**src/rtl/vga_pattern_gen.sv**
```systemverilog
// VGA test-pattern source: pixel-clock divider, h/v timing counters and a
// registered pattern generator whose mode/colour are latched once per frame.
module vga_pattern_gen #(
   parameter int CW      = 1,
   parameter int CLK_DIV = 4,
   parameter int H_DISP  = 640,
   parameter int H_FP    = 16,
   parameter int H_SYNC  = 96,
   parameter int H_BP    = 48,
   parameter int V_DISP  = 480,
   parameter int V_FP    = 10,
   parameter int V_SYNC  = 2,
   parameter int V_BP    = 33
) (
   input  logic            clk,
   input  logic            reset,
   input  logic [1:0]      mode,
   input  logic [3*CW-1:0] color,
   output logic            hsync,
   output logic            vsync,
   output logic            video_on,
   output logic [9:0]      pixel_x,
   output logic [9:0]      pixel_y,
   output logic [3*CW-1:0] rgb,
   output logic            frame_start
);

   localparam int H_TOTAL = H_DISP + H_FP + H_SYNC + H_BP;
   localparam int V_TOTAL = V_DISP + V_FP + V_SYNC + V_BP;
   localparam int DW      = (CLK_DIV > 1) ? $clog2(CLK_DIV) : 1;

   localparam logic [DW-1:0] DIV_LAST = DW'(CLK_DIV - 1);
   localparam logic [9:0] H_LAST   = 10'(H_TOTAL - 1);
   localparam logic [9:0] V_LAST   = 10'(V_TOTAL - 1);
   localparam logic [9:0] H_ACT    = 10'(H_DISP);
   localparam logic [9:0] V_ACT    = 10'(V_DISP);
   localparam logic [9:0] HS_BEG   = 10'(H_DISP + H_FP);
   localparam logic [9:0] HS_END   = 10'(H_DISP + H_FP + H_SYNC);
   localparam logic [9:0] VS_BEG   = 10'(V_DISP + V_FP);
   localparam logic [9:0] VS_END   = 10'(V_DISP + V_FP + V_SYNC);
   localparam logic [9:0] BAR_LAST = 10'(H_DISP / 8 - 1);

   logic [DW-1:0]   div;
   logic            tick;
   logic            frame_tick;
   logic            active;
   logic [9:0]      h_cnt;
   logic [9:0]      v_cnt;
   logic [9:0]      bar_cnt;
   logic [2:0]      bar_idx;
   logic [1:0]      shadow_mode;
   logic [1:0]      eff_mode;
   logic [3*CW-1:0] shadow_color;
   logic [3*CW-1:0] eff_color;
   logic [3*CW-1:0] pattern;

   assign tick       = (div == DIV_LAST);
   assign frame_tick = tick && (h_cnt == 10'd0) && (v_cnt == 10'd0);
   assign active     = (h_cnt < H_ACT) && (v_cnt < V_ACT);

   // Pixel (0,0) is rendered on the sampling tick itself, so it bypasses the shadow.
   assign eff_mode  = frame_tick ? mode : shadow_mode;
   assign eff_color = frame_tick ? color : shadow_color;

   always_ff @(posedge clk or posedge reset) begin
      if (reset) begin
         div <= '0;
      end else if (tick) begin
         div <= '0;
      end else begin
         div <= div + DW'(1);
      end
   end

   always_ff @(posedge clk or posedge reset) begin
      if (reset) begin
         h_cnt <= 10'd0;
         v_cnt <= 10'd0;
      end else if (tick) begin
         if (h_cnt == H_LAST) begin
            h_cnt <= 10'd0;
            v_cnt <= (v_cnt == V_LAST) ? 10'd0 : v_cnt + 10'd1;
         end else begin
            h_cnt <= h_cnt + 10'd1;
         end
      end
   end

   // Bar index tracks h_cnt / (H_DISP/8) with a sub-counter instead of a divider.
   always_ff @(posedge clk or posedge reset) begin
      if (reset) begin
         bar_cnt <= 10'd0;
         bar_idx <= 3'd0;
      end else if (tick) begin
         if (h_cnt == H_LAST) begin
            bar_cnt <= 10'd0;
            bar_idx <= 3'd0;
         end else if (bar_cnt == BAR_LAST) begin
            bar_cnt <= 10'd0;
            bar_idx <= bar_idx + 3'd1;
         end else begin
            bar_cnt <= bar_cnt + 10'd1;
         end
      end
   end

   always_ff @(posedge clk or posedge reset) begin
      if (reset) begin
         shadow_mode  <= 2'd0;
         shadow_color <= '0;
         frame_start  <= 1'b0;
      end else begin
         frame_start <= frame_tick;
         if (frame_tick) begin
            shadow_mode  <= mode;
            shadow_color <= color;
         end
      end
   end

   always_comb begin
      pattern = '0;
      case (eff_mode)
         2'd0:    pattern = eff_color;
         2'd1:    pattern = {{CW{bar_idx[2]}}, {CW{bar_idx[1]}}, {CW{bar_idx[0]}}};
         2'd2:    pattern = (h_cnt[5] ^ v_cnt[5]) ? ~eff_color : eff_color;
         default: pattern = {3{h_cnt[9 -: CW]}};
      endcase
   end

   always_ff @(posedge clk or posedge reset) begin
      if (reset) begin
         pixel_x  <= 10'd0;
         pixel_y  <= 10'd0;
         video_on <= 1'b0;
         hsync    <= 1'b1;
         vsync    <= 1'b1;
         rgb      <= '0;
      end else if (tick) begin
         pixel_x  <= h_cnt;
         pixel_y  <= v_cnt;
         video_on <= active;
         hsync    <= !((h_cnt >= HS_BEG) && (h_cnt < HS_END));
         vsync    <= !((v_cnt >= VS_BEG) && (v_cnt < VS_END));
         rgb      <= active ? pattern : '0;
      end
   end

endmodule

```
**config.mk**
```make
export PLATFORM = sky130hd
export DESIGN_NAME = vga_pattern_gen
export DESIGN_NICKNAME = d
export VERILOG_FILES = /design/src/rtl/vga_pattern_gen.sv
export SDC_FILE = /design/constraint.sdc
export NUM_CORES = 1
export LEC_CHECK = 0
export BUFFER_PORTS_ARGS = -buffer_cell sky130_fd_sc_hd__buf_2
export CORE_MARGIN = 1
export CORE_UTILIZATION = 50
export DETAILED_ROUTE_END_ITERATION = 12
export GPL_ROUTABILITY_DRIVEN = 0
export PLACE_DENSITY = 0.8
export SLEW_MARGIN = 20
export SYNTH_ARGS = -nofsm -noshare
export SYNTH_HDL_FRONTEND = slang
export SYNTH_SLANG_ARGS = --single-unit
export TNS_END_PERCENT = 30
```
**constraint.sdc**
```tcl
create_clock -name clk -period 2.4 [get_ports clk]
set_clock_uncertainty 0.2 [all_clocks]
set_input_delay 0.6 -clock clk [delete_from_list [all_inputs] [get_ports clk]]
set_output_delay 0.6 -clock clk [all_outputs]
set_load 0.005 [all_outputs]
```
# Yosys cells after proc, flatten, opt, wreduce, memory -nomap -nowiden
# Cells that the tools add are included.
# classes
add_sub_neg	5
order_cmp	6
eq_ne	6
muxes	12
n_bitwise	2
reduce_logical	13
# op_table
cell	count
$mux 10	4
$add 10x1->10 const B	3
$eq 10x10->1 const B	2
$logic_not 10->1	2
$lt 10x10->1 const B	2
$lt 10x9->1 const B	2
$mux 3	5
$eq 10x7->1 const B	1
$ge 10x10->1 const B	1
$ge 10x9->1 const B	1
$pmux 3 s3	1
$logic_and 1x1->1	5
$eq 2x2->1 const B	2
$mux 2	2
$reduce_and 2->1	2
$add 3x1->3 const B	1
$not 3->3	1
$add 2x1->2 const B	1
$eq 2x1->1 const B	1
$logic_not 1->1	2
$logic_not 2->1	1
$reduce_bool 2->1	1
$xor 1x1->1	1
# totals
ff_bits	67
out_inout_bits	27
wordCells	58

# Depth between registers and ports, before layout
# logic_depth
word_depth	8
ltp_mapped	9
mapped_depth_nobuf	7

# Worst setup path after synthesis
# No wires, ideal clock.
# synth_path
path_type	register -> register
start	reg v_cnt[5]
end	reg rgb[1]
setup_time_ns	0.078
arrival_ns	2.221
setup_slack_ns	-0.099
path_stages_with_launch	9
path_buffers	3
path_cell_list	dfrtp_1 buf_6 or4_4 or3_1 buf_6 or2_1 buf_6 a211o_1 o2bb2ai_1
# synth_between
elab_chain_len	7
# synth_lines
element	line_no	text
from (decl)	48	logic [9:0] v_cnt;
from (signal assigned)	82	v_cnt <= (v_cnt == V_LAST) ? 10'd0 : v_cnt + 10'd1;
$logic_not 10->1	58	assign frame_tick = tick && (h_cnt == 10'd0) && (v_cnt == 10'd0);
$logic_and 1x1->1	58	
$mux 3	n/a	
$not 3->3	126	2'd2: pattern = (h_cnt[5] ^ v_cnt[5]) ? ~eff_color : eff_color;
$mux 3	126	
$pmux 3 s3	123	case (eff_mode)
$mux 3 *	145	rgb <= active ? pattern : '0;
to (signal assigned)	145	
to (decl)	24	output logic [3*CW-1:0] rgb,
# Mark *: on every way between the ends. The rest lies on a longest branch, timed or not.
# A chain may end at the register's enable or synchronous reset.

# Worst setup path in the final report
# layout_path
start	reg v_cnt[8]
end	reg shadow_color[1]
# layout_between
elab_chain_len	3
# layout_lines
element	line_no	text
$logic_not 10->1	58	
$logic_and 1x1->1	58	
$mux 3	n/a	
net eff_color[1]	54	logic [3*CW-1:0] eff_color;
to (signal assigned)	116	shadow_color <= color;
to (decl)	53	logic [3*CW-1:0] shadow_color;
# The timed path passes the listed nets, and every way through them passes these cells.

==> run summary <==
DRC viols = 0
area grow syn2layout = 17.7%
FF-to-FF path depth = 5
Final nets = 379
WL/cell = 15.3 um
Setup CP Type = register to register
die height = 83.7 um
Hold-fix buffers, CTS = 0
CTS Buffer Depth = 2
run status = completed
Arr. time, crit path = 2.37 ns
FF-to-FF Start = v_cnt[8]
Die W = 83.7 um
critical path's slowest cell = or4_4
nature of the critical path endpoint = register
CP startpoint kind = register
Seq/Total Area, Yosys = 50.3%
syn nets = 329
layout cells sized above 1 = 31.6%
Largest delay share family, worst path = simple AND/OR/NAND/NOR gates
endpoints failing hold = 0
Reg-to-Reg End = shadow_color[1]
RSZ-0062 raised after global routing = no
hpwl dp = 4660 um
first-pass GRT wire length = 11600 um
non-filler cells in the finished layout = 447
CTS tree = built
Worst EP required = 2.43 ns
worst slew pin tran = 0.502 ns
Leakage = 0.00188 uW
DRT Wirelength = 6860 um
flops & latches, synth = 67
largest stage delay on the critical path = 0.54 ns
most frequent cells in the layout = 65 x dfrtp_1, 33 x buf_2, 31 x mux2_2
Rows = 29
Mapped Area = 3340 um2
H-tree Lvls = 3
Synth Warn # = 0
I/O pin count = 34
post-route setup slack = 0.0582 ns
async set-reset flop share out of synthesis = 100%
Global Route Usage Sum = 20.8%
clock-pin slew on the worst setup and hold paths = 0.07 ns
pwr dens = 555 nW/um2
Core Area = 6390 um2
diodes inserted = 0
Max VDD drop = 0.302 mV
Total Neg Setup Slack = 0 ns
R2R Setup Slk = 0.06 ns
min cycle time layout = 2.34 ns
final setup vio count = 0
setup slack at placement = -0.0276 ns
placed insts = 429
vias after detailed routing = 2513
number of global-route vias before repair = 2420
Remaining Overflow, GRT = 0
initial DRC count = 185
CP max FO = 6
most common cell after layout, fill and taps aside = dfrtp_1
Tightest Hold Check Type = input pin to asynchronous set/reset pin
vias per cell = 5.62
period utilization = 97.6%
Post-Syn Instances = 315
Max Clk Rate = 427 MHz
CP Cell Sequence = or4_4 -> or3_4 -> or2_4 -> buf_4 -> mux2_2
Max Transition Viols Final = 0
largest net degree at the start of global routing = 68
full die area = 7000 um2
Max-Cap Viols = 0
clock sinks = 67
Slew HR = 66.2%
clock latency on the worst-skew pair = 0.34 ns
Initial Util = 52.2%
Filler Cells Inserted = 515
Buf+Inv Stages, Crit Path = 1
Primary FF master, synth = dfrtp_1
number of CTS-inserted buffers = 9
Post-synth EDFFs = 0
Netlist cell types = 47
1st-pass router iterations = 4
Final ANT Viol Nets = 0
Root Buffer = clkbuf_8
initial antenna violation count = 0
syn avg cell area = 10.6 um2
port bufs = 33
==> per-layer routing <==
metal  global-route usage [%]  part of all wire (%)  vias to the layer above
met5                        0                     0                        -
li1                         -                     -                     1213
met2                     30.5                    47                       55
met3                     4.85                   4.3                        4
met1                     30.3                    48                     1241
met4                     7.40                  0.89                        0
==> synthesized netlist by cell type, types with 6 or more instances <==
library cell   n  area, um2
nand3_1       10       50.1
nor2_1        29        109
xor2_1         8       70.1
mux2_2        31        349
clkbuf_1      16       60.1
nand2_1       20       75.1
dfrtp_1       65       1630
ha_1           7       87.6
nor4_1         6       37.5
nor3_1         7       35.0
nand4_1        8       50.1
inv_1         12       45.0
and3_1         7       43.8
xnor2_1       12        105
o21ai_0       13       65.1
==> flip-flops by register name, indices dropped and copies added, names as in the netlist, 2 cells and up <==
name          cells
h_cnt            10
bar_cnt          10
shadow_color      3
v_cnt            10
div               2
shadow_mode       2
bar_idx           3
pixel_x          10
pixel_y          10
rgb               3
==> per-stage QoR <==
step                total power [uW]  hold WS, ns  utilization [%]  cell area [um2]
finish                          2180        0.125             61.5             3930
global placement                1240        0.216             57.9             3700
global route                    2260        0.171             61.5             3930
floorplan                       1220        0.203                -             3340
detailed placement              1240        0.223             57.9             3700
CTS                             2190        0.156             61.1             3900
==> power by group <==
group | internal [uW] | total (uW) | leakage (uW) | switching [uW]
Combinational | 31.4 | 74.5 | 0.000917 | 43.1
Sequential | 1140 | 1150 | 0.000867 | 9.82
Clock | 537 | 956 | 0.000101 | 419
==> timing repair <==
action / CTS / global route
setup endpoints to repair: 3 / 3
resized for setup: 2 / 2
pin swaps: 0 / 3
setup buffers: 0 / 2
==> final cells by class <==
cell class              count  area (um2)  share of cell area, %
well taps                  77        96.3                   2.45
multi-input cells         215        1530                   38.8
clock buffers              14         163                   4.14
flip-flops and latches     67        1680                   42.8
repair buffers             60         380                   9.68
clock inverters             2        35.0                  0.892
inverters                  12        48.8                   1.24
==> tightest hold or removal path, stage by stage <==
cell and delay, ns:
buf_2 0.11, clkinvlp_4 0.07, buf_12 0.29
==> cells by family after synthesis <==
kind of cell / count (synthesis) / synth area share, %
muxes: 36 / 12.0
and+or+nand+nor: 117 / 18.9
xor gates and xnor gates: 20 / 5.25
buffers and inverters: 33 / 4.43
DFF: 67 / 50.3
adders and majority gates: 7 / 2.63
AOI/OAI and AO/OA: 35 / 6.53
==> worst max path at each step <==
stage / start / to / slack [ns] / cells past startpoint
CTS: v_cnt[8] / rgb[1] / 0.02 / 5
finish: v_cnt[8] / shadow_color[1] / 0.06 / 5
detailed placement: v_cnt[8] / rgb[1] / -0.03 / 5
global placement: v_cnt[8] / rgb[2] / 0.03 / 5
global route: v_cnt[8] / shadow_mode[1] / 0.01 / 5
floorplan: v_cnt[8] / rgb[1] / 0.009 / 7
No activity file was read; power rests on OpenSTA's default activity.
